### src/rtl/acc_proc_pkg.sv
// Shared opcode and state encodings for the parametrised accumulator processor.
package acc_proc_pkg;

    localparam int unsigned OPC_W   = 4;
    localparam int unsigned STATE_W = 3;

    localparam logic [OPC_W-1:0] OP_LDA  = 4'h0;
    localparam logic [OPC_W-1:0] OP_STA  = 4'h1;
    localparam logic [OPC_W-1:0] OP_ADD  = 4'h2;
    localparam logic [OPC_W-1:0] OP_SUB  = 4'h3;
    localparam logic [OPC_W-1:0] OP_IN   = 4'h4;
    localparam logic [OPC_W-1:0] OP_OUT  = 4'h5;
    localparam logic [OPC_W-1:0] OP_JZ   = 4'h6;
    localparam logic [OPC_W-1:0] OP_JPOS = 4'h7;
    localparam logic [OPC_W-1:0] OP_JMP  = 4'h8;
    localparam logic [OPC_W-1:0] OP_AND  = 4'h9;
    localparam logic [OPC_W-1:0] OP_OR   = 4'hA;
    localparam logic [OPC_W-1:0] OP_SHL  = 4'hB;
    localparam logic [OPC_W-1:0] OP_SHR  = 4'hC;
    localparam logic [OPC_W-1:0] OP_JC   = 4'hD;
    localparam logic [OPC_W-1:0] OP_NOP  = 4'hE;
    localparam logic [OPC_W-1:0] OP_HALT = 4'hF;

    typedef enum logic [STATE_W-1:0] {
        S_FETCH   = 3'd0,
        S_DECODE  = 3'd1,
        S_EXEC    = 3'd2,
        S_IN_WAIT = 3'd3,
        S_HALT    = 3'd4
    } state_t;

endpackage

### src/rtl/acc_proc_alu.sv
// Combinational accumulator/carry update for load, arithmetic, logic and shift ops.
module acc_proc_alu
    import acc_proc_pkg::*;
#(
    parameter int unsigned DATA_W = 8
) (
    input  logic [OPC_W-1:0]  op,
    input  logic [DATA_W-1:0] a,
    input  logic [DATA_W-1:0] m,
    input  logic              c,
    output logic [DATA_W-1:0] a_next,
    output logic              c_next
);

    // Ops not handled here leave A and C untouched.
    always_comb begin
        a_next = a;
        c_next = c;
        case (op)
            OP_LDA: a_next = m;
            OP_ADD: {c_next, a_next} = {1'b0, a} + {1'b0, m};
            OP_SUB: {c_next, a_next} = {1'b0, a} - {1'b0, m};
            OP_AND: a_next = a & m;
            OP_OR:  a_next = a | m;
            OP_SHL: {c_next, a_next} = {a, 1'b0};
            OP_SHR: {a_next, c_next} = {1'b0, a};
            default: ;
        endcase
    end

endmodule

### src/rtl/acc_processor_p.sv
// Parametrised accumulator processor: PC, IR, A, C, unified RAM and control FSM.
module acc_processor_p
    import acc_proc_pkg::*;
#(
    parameter int unsigned DATA_W = 8,
    parameter int unsigned ADDR_W = 4
) (
    input  logic              clk,
    input  logic              reset,
    input  logic              enter,
    input  logic [DATA_W-1:0] in,
    output logic [DATA_W-1:0] out,
    output logic              out_valid,
    output logic              halt,
    output logic              carry,
    output logic [ADDR_W-1:0] pc,
    output logic [DATA_W-1:0] ir,
    output logic [DATA_W-1:0] acc,
    output logic [2:0]        state,
    input  logic              prog_we,
    input  logic [ADDR_W-1:0] prog_addr,
    input  logic [DATA_W-1:0] prog_data
);

    localparam int unsigned DEPTH = 1 << ADDR_W;

    state_t              state_q, state_d;
    logic [ADDR_W-1:0]   pc_q, pc_d;
    logic [DATA_W-1:0]   ir_q, ir_d;
    logic [DATA_W-1:0]   acc_q, acc_d;
    logic                c_q, c_d;
    logic [DATA_W-1:0]   out_q, out_d;
    logic                ov_q, ov_d;
    logic                enter_q;
    logic                sta_we;

    logic [DATA_W-1:0]   mem [DEPTH];

    logic [OPC_W-1:0]    opc;
    logic [ADDR_W-1:0]   opa;
    logic [ADDR_W-1:0]   rd_addr;
    logic [DATA_W-1:0]   mem_rd;
    logic                enter_rise;
    logic                a_zero;
    logic                a_pos;
    logic [DATA_W-1:0]   alu_a;
    logic                alu_c;

    assign opc        = ir_q[DATA_W-1 -: OPC_W];
    assign opa        = ir_q[ADDR_W-1:0];
    assign rd_addr    = (state_q == S_FETCH) ? pc_q : opa;
    assign mem_rd     = mem[rd_addr];
    assign enter_rise = enter & ~enter_q;
    assign a_zero     = (acc_q == '0);
    assign a_pos      = !a_zero && !acc_q[DATA_W-1];

    acc_proc_alu #(.DATA_W(DATA_W)) u_alu (
        .op     (opc),
        .a      (acc_q),
        .m      (mem_rd),
        .c      (c_q),
        .a_next (alu_a),
        .c_next (alu_c)
    );

    // Next-state and datapath update.
    always_comb begin
        state_d = state_q;
        pc_d    = pc_q;
        ir_d    = ir_q;
        acc_d   = acc_q;
        c_d     = c_q;
        out_d   = out_q;
        ov_d    = 1'b0;
        sta_we  = 1'b0;
        case (state_q)
            S_FETCH: begin
                ir_d    = mem_rd;
                pc_d    = pc_q + ADDR_W'(1);
                state_d = S_DECODE;
            end
            S_DECODE: state_d = S_EXEC;
            S_EXEC: begin
                state_d = S_FETCH;
                acc_d   = alu_a;
                c_d     = alu_c;
                case (opc)
                    OP_STA:  sta_we = 1'b1;
                    OP_IN:   state_d = S_IN_WAIT;
                    OP_OUT: begin
                        out_d = acc_q;
                        ov_d  = 1'b1;
                    end
                    OP_JZ:   if (a_zero) pc_d = opa;
                    OP_JPOS: if (a_pos) pc_d = opa;
                    OP_JMP:  pc_d = opa;
                    OP_JC:   if (c_q) pc_d = opa;
                    OP_HALT: state_d = S_HALT;
                    default: ;
                endcase
            end
            S_IN_WAIT: begin
                if (enter_rise) begin
                    acc_d   = in;
                    state_d = S_FETCH;
                end
            end
            S_HALT: if (enter_rise) state_d = S_FETCH;
            default: state_d = S_HALT;
        endcase
    end

    always_ff @(posedge clk) begin
        if (reset) begin
            state_q <= S_HALT;
            pc_q    <= '0;
            ir_q    <= '0;
            acc_q   <= '0;
            c_q     <= 1'b0;
            out_q   <= '0;
            ov_q    <= 1'b0;
            enter_q <= 1'b0;
        end else begin
            state_q <= state_d;
            pc_q    <= pc_d;
            ir_q    <= ir_d;
            acc_q   <= acc_d;
            c_q     <= c_d;
            out_q   <= out_d;
            ov_q    <= ov_d;
            enter_q <= enter;
        end
    end

    // RAM contents survive reset; a reset in the STA cycle drops the write.
    always_ff @(posedge clk) begin
        if (!reset) begin
            if (sta_we) begin
                mem[opa] <= acc_q;
            end else if (state_q == S_HALT && prog_we) begin
                mem[prog_addr] <= prog_data;
            end
        end
    end

    assign out       = out_q;
    assign out_valid = ov_q;
    assign halt      = (state_q == S_HALT);
    assign carry     = c_q;
    assign pc        = pc_q;
    assign ir        = ir_q;
    assign acc       = acc_q;
    assign state     = state_q;

endmodule

### config.mk
export PLATFORM = sky130hd
export DESIGN_NAME = acc_processor_p
export DESIGN_NICKNAME = d
export VERILOG_FILES = /design/src/rtl/acc_proc_pkg.sv /design/src/rtl/acc_proc_alu.sv /design/src/rtl/acc_processor_p.sv
export SDC_FILE = /design/constraint.sdc
export NUM_CORES = 1
export LEC_CHECK = 0
export ABC_AREA = 1
export CAP_MARGIN = 10
export CORE_UTILIZATION = 50
export DETAILED_ROUTE_END_ITERATION = 8
export PLACE_DENSITY = 0.78
export SKIP_LAST_GASP = 1
export SYNTH_ARGS = -nofsm -noshare
export SYNTH_HDL_FRONTEND = slang
export SYNTH_SLANG_ARGS = --single-unit
### constraint.sdc
create_clock -name clk -period 4.1 [get_ports clk]
set_input_delay 0.615 -clock clk [delete_from_list [all_inputs] [get_ports clk]]
set_output_delay 0.615 -clock clk [all_outputs]
set_load 0.01 [all_outputs]
Yosys cells after proc, flatten, opt, wreduce, memory -nomap -nowiden
Memories as Yosys holds them, arrays and structs flattened.
Cells that the tools add are included.
W data, S select, Z words.
Cells by class
  equal/unequal tests: 25
  bitwise logic cells: 5
  reductions and logical operators: 17
  add/sub/neg operators: 3
  muxes and demuxes: 26
Operator list (number)
  $pmux W8 S7: 1
  $eq A4 B4 Y1 const B: 7
  $mux W4: 5
  $eq A4 B3 Y1 const B: 4
  $mux W8: 2
  $pmux W4 S4: 1
  $pmux W8 S2: 1
  $pmux W3 S4: 1
  $mux W1: 11
  $add A8 B8 Y9: 1
  $ne A3 B3 Y1 const B: 3
  $sub A8 B8 Y9: 1
  $and A8 B8 Y8: 1
  $eq A4 B2 Y1 const B: 2
  $logic_not A8 Y1: 1
  $ne A8 B1 Y1 const B: 1
  $or A8 B8 Y8: 1
  $pmux W4 S2: 1
  $reduce_or A8 Y1: 1
  $eq A3 B2 Y1 const B: 2
  $pmux W3 S2: 1
  $ne A5 B2 Y1 const B: 1
  $reduce_and A5 Y1: 1
  $add A4 B1 Y4 const B: 1
  other kinds (18): 24
Word-level totals
  memory bits (writable): 128
  output and inout bits: 34
  flip-flop bits (word level): 34
  memories: 1
  input bits: 24
Memories
  mem: words 16, bits a word 8, rd ports 1, clocked after Yosys merged registers in 0, write ports 1, line acc_processor_p.sv:37  | logic [DATA_W-1:0] mem [DEPTH];

Longest topological paths before layout
  depth in word-level cells: 8
  gate-level depth with buffers: 25
  mapped depth without buffers: 23

Hierarchy
Synthesis repeated with hierarchy kept, for this count alone.
Second synthesis, totals
  cells, all modules: 1029
  area, all modules: 8812.2 µm²
By module, submodules not included
  acc_processor_p: instances 1, cells an instance 766, sequential area each 4524.3 µm², area each 7307.0 µm²
  acc_proc_alu: instances 1, cells an instance 263, sequential area each 0.0 µm², area each 1505.2 µm²

Least setup slack after synthesis
Ideal clock, no wire load.
  path type: flip-flop to flip-flop
  from: register state_q[2], in the netlist state[2]
  to: register acc_q[2], in the netlist acc[2]
  data arrival time: 2839 ps
  setup time: 117 ps
  cell stages (with the launch flop): 20
  path slack: 1144 ps
  buffers on the path: 1
  cells stage by stage: dfxtp_1 -> nor2_8 -> nand2_8 -> nand2_1 -> o21ai_2 -> buf_2 -> nand3_1 -> nand3_1 -> nand3_1 -> nand2_1 -> inv_2 -> ha_1 -> fa_1 -> or2_2 -> nand3_1 -> o221ai_1 -> nor3_1 -> nand2_1 -> nand2_1 -> a21oi_1
Between the ends
  word-level cells in the longest chain between the ends: 6
  elaborated cells between the ends (all ways): 15
  those cells by class: add/sub (2); eq/ne (4); mux (3); bitwise (2); reduce/logical (3); memory (1)
RTL lines
  start, declared: line acc_processor_p.sv:27  | state_t state_q, state_d;
  start signal, assigned: line acc_processor_p.sv:124  | state_q <= state_d;
  $logic_not A3 Y1 (*): line acc_processor_p.sv:51  | assign rd_addr = (state_q == S_FETCH) ? pc_q : opa;
  $mux W4 (*): line acc_processor_p.sv:51
  $mem_v2 Z16 W8 (*)
  named net mem_rd[0]: line acc_processor_p.sv:42  | logic [DATA_W-1:0] mem_rd;
  $sub A8 B8 Y9 / $add A8 B8 Y9 (equally long branches): line acc_proc_alu.sv:22, acc_proc_alu.sv:21
  $pmux W8 S7 (*): line acc_proc_alu.sv:19  | case (op)
  $pmux W8 S2 (*): line acc_processor_p.sv:76  | case (state_q)
  end signal, assigned: line acc_processor_p.sv:118  | acc_q <= '0;
  end signal, assigned: line acc_processor_p.sv:127  | acc_q <= acc_d;
  end, declared: line acc_processor_p.sv:30  | logic [DATA_W-1:0] acc_q, acc_d;
The timed path passes the listed nets; every way through them passes the cells marked *.
A chain may end at the register's enable or synchronous reset.

Worst setup path in the final report
  from: register state_q[1], in the netlist state[1]
  to: register acc_q[7], in the netlist acc[7]
Between the ends
  word-level cells in the longest chain between the ends: 6
  elaborated cells between the ends (all ways): 15
  those cells by class: add/sub (2); eq/ne (4); mux (3); bitwise (2); reduce/logical (3); memory (1)
RTL lines
  $logic_not A3 Y1: line acc_processor_p.sv:51
  $mux W4: line acc_processor_p.sv:51
  $mem_v2 Z16 W8
  $sub A8 B8 Y9 (tied with other cells): line acc_proc_alu.sv:22  | OP_SUB: {c_next, a_next} = {1'b0, a} - {1'b0, m};
  $pmux W8 S7: line acc_proc_alu.sv:19
  $pmux W8 S2: line acc_processor_p.sv:76
Parallel ways exist; a longest one is shown, timed or not.

==> impl_metrics.env <==
export IMPL_postSynthCellCount=889
export IMPL_post_route_util_pct=61.1
export IMPL_post_route_period_util_pct=91.1
export IMPL_yosysMostFrequentCell="nand2_1"
export IMPL_endpoint_kind="register"
export IMPL_drt_iter0_markers=913
export IMPL_ys_seq_area_share_pct=55.2
export IMPL_yosys_area_top_type="edfxtp_1"
export IMPL_crit_type="register to register"
export IMPL_io_buffers=57
export IMPL_first_pass_iters=5
export IMPL_synth_area_per_cell_um2=9.22
export IMPL_drc=0
export IMPL_r2r_end="acc[7]"
export IMPL_vias_per_cell=5.89
export IMPL_fin_nets=1023
export IMPL_instances_no_fill=1201
export IMPL_numClockSinks=162
export IMPL_clk_latency_ns=0.43
export IMPL_slew_limit_headroom_pct=25.0
export IMPL_postRouteAntennaNets=0
export IMPL_synth_common_cells="nand2_1, nand3_1, edfxtp_1"
export IMPL_cts_htree_levels=4
export IMPL_finalMaxSlewViolations=0
export IMPL_grt_util_met1_pct=42.5
export IMPL_period_needed_ns=3.74
export IMPL_grt_pass1_vias=6357
export IMPL_r2r_slack_ns=0.36
export IMPL_initial_core_util_pct=51.4
export IMPL_antenna_found_initial=0
export IMPL_worst_slew_pin_slew_ns=1.12
export IMPL_core_region_area_um2=15900
export IMPL_syn_area_um2=8190
export IMPL_setup_viol=0
export IMPL_p_leak_nw=3.83
export IMPL_fin_skew_ns=0.00879
export IMPL_worstSetupStartpointType="register"
export IMPL_placedInstanceArea_um2=9140
export IMPL_synth_seq_cells=162
export IMPL_reg2reg_from="state[1]"
export IMPL_die_h_um=130
export IMPL_drive_gt1_share_pct=10.2
export IMPL_grt_setup_unrepaired="false"
export IMPL_min_from="pc[2]"
export IMPL_overflow=0
export IMPL_use_met2_pct=43.3
export IMPL_tritoncts="yes"
export IMPL_worstPathMaxFanout=58
export IMPL_worstRegToRegCells=21
export IMPL_cp_startpoint="state[1]"
export IMPL_io_pins=58
export IMPL_finalHoldViolCount=0
export IMPL_dp_cells=1168
export IMPL_min_path_type="register to register"
export IMPL_yosys_warnings=0
export IMPL_areaGrowthSynthToFinish_pct=18.8
export IMPL_ctsLongestPathBuffers=2
export IMPL_status="finished, final reports clean"
export IMPL_vdd_drop_max_uv=309
export IMPL_ctsHoldBuffers=0
export IMPL_die_w_um=130
export IMPL_hold_depth=2
export IMPL_wl_per_cell_um=19.6
export IMPL_synth_edff_count=128
export IMPL_yosysUniqueCellTypes=49
export IMPL_cts_root_buf="clkbuf_16"
export IMPL_num_rows=46
export IMPL_vias=7071
export IMPL_grt_pass1_wl_mm=36.0
export IMPL_dieArea_um2=16900
export IMPL_max_cap_violations=0
export IMPL_grt_max_degree=61
export IMPL_grt_usage_pct=29.3
export IMPL_clk_pin_slew_ns=0.07
export IMPL_worst_hold_slack_ns=0.540
export IMPL_setup_tns_ns=0
export IMPL_cts_setup_buffers=0
export IMPL_critPathArrivalTime_ns=4.06
export IMPL_cts_buffers=17
export IMPL_hpwl_mm=16.2
export IMPL_crit_required_ns=4.42
export IMPL_grt_use_met3_pct=5.70
export IMPL_ctsResizeCount=0
export IMPL_async_reset_ff_share_pct=0
export IMPL_final_design_area_no_fill_um2=9730
export IMPL_power_density_nw_per_um2=464
export IMPL_fmax_ghz=0.268
export IMPL_ys_top_cells_by_area="edfxtp_1, nand3_1, nand2_1"
export IMPL_wirelength_mm=23.6
export IMPL_gp_congestion=0.965
export IMPL_synth_ff_type="edfxtp_1"
export IMPL_synth_top_area_share_pct=46.9
export IMPL_syn_nets=941
export IMPL_min_to="pc[2]"
export IMPL_grt_busiest_layer="met2"
[power breakdown]
group | leakage, nW | total [mW] | internal, mW | switching (mW)
combinational | 2.13 | 1.08 | 0.346 | 0.731
sequential | 1.42 | 1.84 | 1.80 | 0.0349
clock | 0.278 | 1.60 | 0.866 | 0.736
[critical path: stages, from the launching register on]
cell and delay [ns]:
dfxtp_1 0.47, inv_2 0.15, nand2_8 0.15, nand2_4 0.09
nand2_4 0.47, nand2_1 0.13, nand3_1 0.12, nand3_1 0.10
nand3_1 0.12, nand2_1 0.20, ha_1 0.50, inv_1 0.13
o21ai_0 0.30, a21oi_1 0.13, nand2_1 0.09, nand2_1 0.05
nand3_1 0.06, nand2_1 0.06, nor2_1 0.10, nand3_1 0.08
nand2_1 0.07, a21oi_1 0.05
[metrics by stage]
step                      power (mW)  worst slack, ns
after detailed placement        2.92            0.397
final                           4.52            0.364
after global placement          2.91            0.489
after CTS                       4.50            0.377
after floorplan                 2.59             1.14
after global routing            4.70           0.0607
[per-layer routing]
metal	wire, um	part of all wire, %
met5	0	0
met4	598	2.5
met3	2430	10
met2	10600	45
met1	9910	42
[sequential cells by signal, indices dropped and copies added, names as in the netlist]
name / flops
out: 8
out_valid: 1
carry: 1
ir: 8
acc: 8
mem: 128
state: 3
enter_q: 1
pc: 4
[kinds of logic after synthesis]
kind of cell / synth area share [%]
AND/OR/NAND/NOR: 25.7
flip-flops: 55.2
adder cells (fa/ha/maj): 4.46
buffers and inverters: 5.89
XOR/XNOR: 0.107
AO/OA/AOI/OAI: 8.64
[layout by cell type (no fill, tap or decap), types with 26 or more instances in the layout]
| cell type | instances |
|---|---|
| nand2_1 | 211 |
| nor2_1 | 55 |
| a21oi_1 | 45 |
| o21ai_0 | 36 |
| ha_1 | 26 |
| clkdlybuf4s50_1 | 57 |
| nand3_1 | 160 |
| dfxtp_1 | 34 |
| edfxtp_1 | 128 |
| inv_1 | 71 |
| buf_4 | 32 |
[cell type report]
class                   count  area (um^2)
inverters                  81          304
clock inverters            15          170
well taps                 216          270
multi-input cells         618         3190
flip-flops and latches    162         4520
clock buffers              17          425
diodes                      1         2.50
repair buffers             91          851
fillers                  1337         6210
[how the worst max path moves through the flow]
| stage | to | slack [ns] | depth (start not counted) |
|---|---|---|---|
| 3_5_place_dp | acc[7] | 0.40 | 21 |
| 5_1_grt | acc[5] | 0.06 | 20 |
| 2_1_floorplan | acc[2] | 1.14 | 19 |
| 3_3_place_gp | acc[7] | 0.49 | 21 |
| 6_report | acc[7] | 0.36 | 21 |
| 4_1_cts | acc[7] | 0.38 | 21 |
Note: power is estimated with default switching activity, not from simulation.
